$ cat src/rtl/ram_arbiter.sv
// Arbiter between the 65C2402 CPU and one DMA requester for the single-port system RAM.
// The CPU owns the RAM by default; DMA is forced in after a bounded wait and runs bounded bursts.
module ram_arbiter #(
  parameter int WAIT_MAX  = 4,
  parameter int BURST_MAX = 8
) (
  input  logic        clk,
  input  logic        reset_n,
  input  logic [23:0] cpu_AB,
  input  logic [7:0]  cpu_DO,
  input  logic        cpu_WE,
  output logic [7:0]  cpu_DI,
  output logic        cpu_RDY,
  input  logic        dma_req,
  input  logic        dma_we,
  input  logic [23:0] dma_addr,
  input  logic [7:0]  dma_wdata,
  output logic        dma_ack,
  output logic [7:0]  dma_rdata,
  output logic        dma_rvalid,
  output logic        dma_err,
  output logic [23:0] ram_AB,
  output logic [7:0]  ram_DO,
  output logic        ram_WE,
  output logic        ram_RDY,
  input  logic [7:0]  ram_DI
);

  typedef enum logic {
    ST_CPU = 1'b0,
    ST_DMA = 1'b1
  } state_t;

  localparam logic [7:0]  WAIT_LAST  = 8'(WAIT_MAX - 1);
  localparam logic [7:0]  BURST_LAST = 8'(BURST_MAX - 1);
  localparam logic [23:0] VEC_BASE   = 24'hFFFFF0;

  state_t      state, state_nxt;
  state_t      prev_owner, prev_owner_nxt;
  logic [7:0]  wait_cnt, wait_nxt;
  logic [7:0]  burst_cnt, burst_nxt;
  logic [7:0]  cpu_di_hold, hold_nxt;
  logic        rvalid_q, rvalid_nxt;
  logic        err_q, err_nxt;
  logic        dma_slot;
  logic        vec_hit;

  assign vec_hit = (dma_addr >= VEC_BASE);

  always_ff @(posedge clk) begin
    if (!reset_n) begin
      state       <= ST_CPU;
      prev_owner  <= ST_CPU;
      wait_cnt    <= 8'd0;
      burst_cnt   <= 8'd0;
      cpu_di_hold <= 8'd0;
      rvalid_q    <= 1'b0;
      err_q       <= 1'b0;
    end else begin
      state       <= state_nxt;
      prev_owner  <= prev_owner_nxt;
      wait_cnt    <= wait_nxt;
      burst_cnt   <= burst_nxt;
      cpu_di_hold <= hold_nxt;
      rvalid_q    <= rvalid_nxt;
      err_q       <= err_nxt;
    end
  end

  // A DMA slot exists only in DMA state with a live request; a dropped request falls through to the CPU.
  always_comb begin
    state_nxt = state;
    wait_nxt  = wait_cnt;
    burst_nxt = burst_cnt;
    dma_slot  = 1'b0;
    case (state)
      ST_CPU: begin
        if (dma_req) begin
          if (wait_cnt == WAIT_LAST) begin
            state_nxt = ST_DMA;
            wait_nxt  = 8'd0;
            burst_nxt = 8'd0;
          end else begin
            wait_nxt = wait_cnt + 8'd1;
          end
        end else begin
          wait_nxt = 8'd0;
        end
      end
      ST_DMA: begin
        wait_nxt = 8'd0;
        if (dma_req) begin
          dma_slot  = reset_n;
          burst_nxt = burst_cnt + 8'd1;
          if (burst_cnt == BURST_LAST) begin
            state_nxt = ST_CPU;
          end
        end else begin
          state_nxt = ST_CPU;
        end
      end
      default: state_nxt = ST_CPU;
    endcase
  end

  always_comb begin
    cpu_RDY = reset_n && !dma_slot;
    dma_ack = dma_slot;
    ram_RDY = reset_n;
    ram_AB  = dma_slot ? dma_addr  : cpu_AB;
    ram_DO  = dma_slot ? dma_wdata : cpu_DO;
    if (!reset_n) begin
      ram_WE = 1'b0;
    end else if (dma_slot) begin
      ram_WE = dma_we && !vec_hit;
    end else begin
      ram_WE = cpu_WE;
    end
    // A stalled CPU keeps seeing its own last read value, never DMA read data.
    cpu_DI     = (prev_owner == ST_DMA) ? cpu_di_hold : ram_DI;
    dma_rdata  = ram_DI;
    dma_rvalid = rvalid_q;
    dma_err    = err_q;
  end

  always_comb begin
    prev_owner_nxt = dma_slot ? ST_DMA : ST_CPU;
    hold_nxt       = (prev_owner == ST_CPU) ? ram_DI : cpu_di_hold;
    rvalid_nxt     = dma_slot && !dma_we;
    err_nxt        = err_q || (dma_slot && dma_we && vec_hit);
  end

endmodule

$ cat config.mk
export PLATFORM = sky130hd
export DESIGN_NAME = ram_arbiter
export DESIGN_NICKNAME = d
export VERILOG_FILES = /design/src/rtl/ram_arbiter.sv
export SDC_FILE = /design/constraint.sdc
export NUM_CORES = 1
export LEC_CHECK = 0
export CAP_MARGIN = 10
export CORE_MARGIN = 3
export CORE_UTILIZATION = 30
export DETAILED_ROUTE_END_ITERATION = 16
export DONT_BUFFER_PORTS = 1
export PLACE_DENSITY_LB_ADDON = 0.2
export SYNTH_ARGS = -nofsm -noshare
export SYNTH_HDL_FRONTEND = slang
export SYNTH_SLANG_ARGS = --single-unit
export TNS_END_PERCENT = 30
$ cat constraint.sdc
create_clock -name clk -period 1.7 [get_ports clk]
set_input_delay 0.34 -clock clk [delete_from_list [all_inputs] [get_ports clk]]
set_output_delay 0.34 -clock clk [all_outputs]
set_load 0.005 [all_outputs]
Word level (Yosys, flattened, before mapping) --
Index checks and enable logic that the tools add are counted. W data, S select, Z words.
Operators by class: bitwise logic cells 1, $add $sub $neg 2, muxes and demuxes 20, reductions and logical operators 10, $lt $le $gt $ge 1, equality and inequality tests 5
Operators with widths (number):
- $mux W8 | 7
- $pmux W8 S2 | 2
- $ge A24 B24 Y1 const B | 1
- $mux W24 | 1
- $add A8 B1 Y8 const B | 2
- $mux W1 | 9
- $eq A8 B2 Y1 const B | 1
- $eq A8 B3 Y1 const B | 1
- $ne A2 B2 Y1 const B | 3
- $logic_and A1 B1 Y1 | 5
- $logic_not A1 Y1 | 3
- $reduce_and A3 Y1 | 1
- $pmux W1 S2 | 1
- $logic_or A1 B1 Y1 | 1
- $not A1 Y1 | 1
Word-level totals: logic and storage cells 46, input bits 77, bits in registers 28

Longest topological paths before layout --
depth after elaboration 5, mapped depth 6, mapped depth without buffers 5

Least setup slack after synthesis --
OpenSTA, ideal clock, no wires.
kind reg-to-reg, start reg wait_cnt[0], end reg burst_cnt[5], cell stages (with the launch flop) 6, data arrival time 1561 ps, path slack 69 ps, buffers on the path 0, cells stage by stage dfxtp_1 -> ha_1 -> nor4b_4 -> a21boi_2 -> or4_1 -> a21oi_1
On the way: longest elaborated chain between the ends 3
Ends and longest elaborated chain:
- start, declared | RTL line 40 | logic [7:0] wait_cnt, wait_nxt;
- start signal, assigned | RTL line 62 | wait_cnt <= wait_nxt;
- $eq A8 B2 Y1 | RTL line 79 | if (wait_cnt == WAIT_LAST) begin
- $ne A2 B2 Y1 (no source line)
- $reduce_and A3 Y1 (no source line)
- end signal, assigned | RTL line 63 | burst_cnt <= burst_nxt;
- end, declared | RTL line 41 | logic [7:0] burst_cnt, burst_nxt;
Every way passes these cells. A chain may end at the register's enable or synchronous reset.

Worst setup path after layout --
start reg wait_cnt[0], end reg burst_cnt[7]
Same word-level chain as after synthesis.

==> qor.yml <==
synth:
  synth.avg_cell_area_um2: 6.91
  synth_largest_area_cell: "dfxtp_1"
  synth_top_area_share_pct: 33.5
  yosysWarnings: 0
  synth_area_leaders: "dfxtp_1 34%, nand2_1 23%, mux2_1 5.4%, buf_4 4.0%, nand3_1 3.3%"
  yosysUniqueCellTypes: 31
  syn-instance-count: 242
  synth_area_mm2: 0.00167
  synth-seq-cells: 28
  synthesis.nets: 321
  ys_seq_area_share_pct: 33.5
floorplan:
  die_x_um: 80.6
  rows: 26
  coreArea_mm2: 0.00524
  die_area_mm2: 0.00650
  ioPinCount: 131
  die_h_um: 80.6
  initial_utilization_pct: 31.9
power_and_ir_drop:
  comb_power_share_pct: 7.5
  ir_worst_vdd_uv: 291
  sw_frac_of_total_pct: 20.6
  seqPwrFrac_pct: 52.2
  switchingPower_mw: 0.266
  p_per_area_mw_per_mm2: 683
  power_leakage_nw: 0.812
  clockPowerShare_pct: 40.4
  power_mw: 1.29
  intPower_mw: 1.02
hold_path:
  hold_depth: 1
  hp-class: "in -> reg"
  hold-path-endpoint: "dma_rvalid"
  hold_start: "dma_we"
sta:
  slew_headroom_pct: 75.5
  slew_violations: 0
  final.setup.tns_ps: 0
  finalHoldViolCount: 0
  fmax_mhz: 603
  clock_skew_ps: 2.11
  post-route-period-util_pct: 97.5
  worstMarginPinSlew_ps: 364
  setup_viol: 0
  period_minus_slack_ps: 1660
routing:
  drt-pass1-iter-count: 4
  routedWlPerCell_um: 13.5
  routed_wl_mm: 4.21
  route.vias.total: 1533
  via_per_inst: 4.93
  final_antenna_net_count: 0
  drc: 0
  drt_iter0_markers: 42
clock_tree:
  cts_tree: "yes"
  cts_num_sinks: 28
  clock_path_buffers: 2
  cts_root_buf: "clkbuf_8"
  clkLatencyLatePin_ps: 280
  h-tree-depth: 1
  cts_made_buffers: 3
  path_clk_slew_ps: 90
global_route:
  grt_antenna_before_repair: 0
  grt_pass1_wl_mm: 6.08
  grt_pass1_vias: 1314
  track_usage_pct: 12.2
  overflow: 0
  grt_start_max_net_pins: 35
cells_and_area:
  layout_common_cells: "104 x nand2_1, 25 x dfxtp_1, 12 x nor2_1"
  nNetsFinal: 321
  antenna_cells: 0
  final_cell_area_mm2: 0.00189
  layout-drive-gt1-share_pct: 11.6
  fin_util_pct: 36.0
  fillers: 550
  syn_to_final_growth_pct: 12.9
  final_common_cell: "nand2_1"
outcome:
  outcome: "completed"
place:
  port_buffers: 0
  globalplace.congestion: 0.801
  dp_hpwl_mm: 3.36
  placed_area_mm2: 0.00174
critical_path:
  critical_path_class: "reg -> reg"
  crit_path_end_kind: "flip-flop"
  required_ps: 1910
  startpoint_type: "flip-flop"
  rr_startpoint: "wait_cnt[0]"
  worstPathArrival_ps: 1860
  r2r_slack_ps: 40
  r2r-end: "burst_cnt[7]"
  r2r_cells: 5
  critical_path.max_fanout: 8
job:
  cap_violations: 0
state kept, by name (all words and copies together), names as in the netlist:
| signal | flops |
|---|---|
| burst_cnt | 8 |
| cpu_di_hold | 8 |
| dma_err | 1 |
| dma_rvalid | 1 |
| prev_owner | 1 |
| state | 1 |
| wait_cnt | 8 |
stage by stage:
stage	instances	hold slack, ps	setup WS (ps)
finish	311	120	42.0
global route	311	109	-18.7
CTS	308	106	-13.9
detailed placement	304	414	38.9
global placement	304	414	92.0
floorplan	242	412	69.5
routing by layer:
| layer | global-route usage (%) | vias to the layer above | routed length, um |
|---|---|---|---|
| li1 | - | 786 | - |
| met1 | 13.6 | 660 | 1640 |
| met2 | 21.2 | 82 | 2100 |
| met3 | 3.14 | 5 | 400 |
| met4 | 6.08 | 0 | 77 |
| met5 | 0 | - | 0 |
cell families (layout without fill, tap and decap cells):
kind of cell,after synthesis,count (layout),synth area share (%)
xor+xnor,6,6,3.14
compound gates,19,19,7.26
flops,28,28,33.5
buf+inv,23,22,7.26
simple gates,156,156,41.9
fa+ha+maj,2,2,1.50
mux,8,8,5.39
final cells by class:
class | instances | area, um2 | share of cell area, %
Timing Repair Buffer | 12 | 106 | 5.63
Clock inverter | 1 | 30.0 | 1.59
Timing Repair inverter | 1 | 5.00 | 0.265
Tap cell | 70 | 87.6 | 4.64
Multi-Input combinational cell | 191 | 1030 | 54.5
Inverter | 5 | 23.8 | 1.26
Sequential cell | 28 | 564 | 29.9
Clock buffer | 3 | 41.3 | 2.19
synthesized netlist by cell type:
cell type    n
nor4b_2      1
ha_1         2
and3_1       2
nor3_1       2
a21boi_2     1
or4_1        3
buf_1        3
and2_1       8
nor2_1      12
nand3_1     11
buf_2        1
or3_1        3
nand4_1      6
xnor2_1      1
buf_4        9
nor4_1       1
clkbuf_1     5
o31ai_1      3
a32o_1       2
inv_2        1
nor4b_4      1
dfxtp_1     28
inv_1        4
o21ai_1      4
nor2b_1      1
a211oi_1     1
mux2_1       8
nand2_1    104
a21oi_1      8
xor2_1       5
nor3b_1      1
critical path, cell delays in order (launching register included):
cell      delay [ps]
dfxtp_2          360
ha_4             140
nor4b_4          270
a21boi_4         130
or4_1            520
a21oi_1          170
power by group through the flow:
stage	sequential (mW)	clock [mW]	combinational (mW)
after CTS	0.672	0.541	0.0968
after floorplan	0.687	0	0.0928
after global routing	0.675	0.560	0.112
after global placement	0.687	0	0.0970
after detailed placement	0.687	0	0.0967
final	0.673	0.521	0.0963
how the worst max path moves through the flow:
stage / start / end / slack (ps) / depth (start not counted)
2_1_floorplan: wait_cnt[0] / burst_cnt[5] / 70 / 5
3_3_place_gp: wait_cnt[0] / burst_cnt[7] / 90 / 5
3_5_place_dp: wait_cnt[1] / burst_cnt[6] / 40 / 5
4_1_cts: state / ram_DO[7] / -10 / 4
5_1_grt: wait_cnt[0] / burst_cnt[7] / -20 / 5
6_report: wait_cnt[0] / burst_cnt[7] / 40 / 5
repair_timing:
item                                    4_1_cts  5_1_grt
gates cloned                                  0        1
hold buffers                                  0        0
endpoints found under the setup margin        4       31
resized for setup                             2       11
pin swaps                                     0        2
buffers inserted                              0        2
Note: power is estimated with default switching activity, not from simulation.
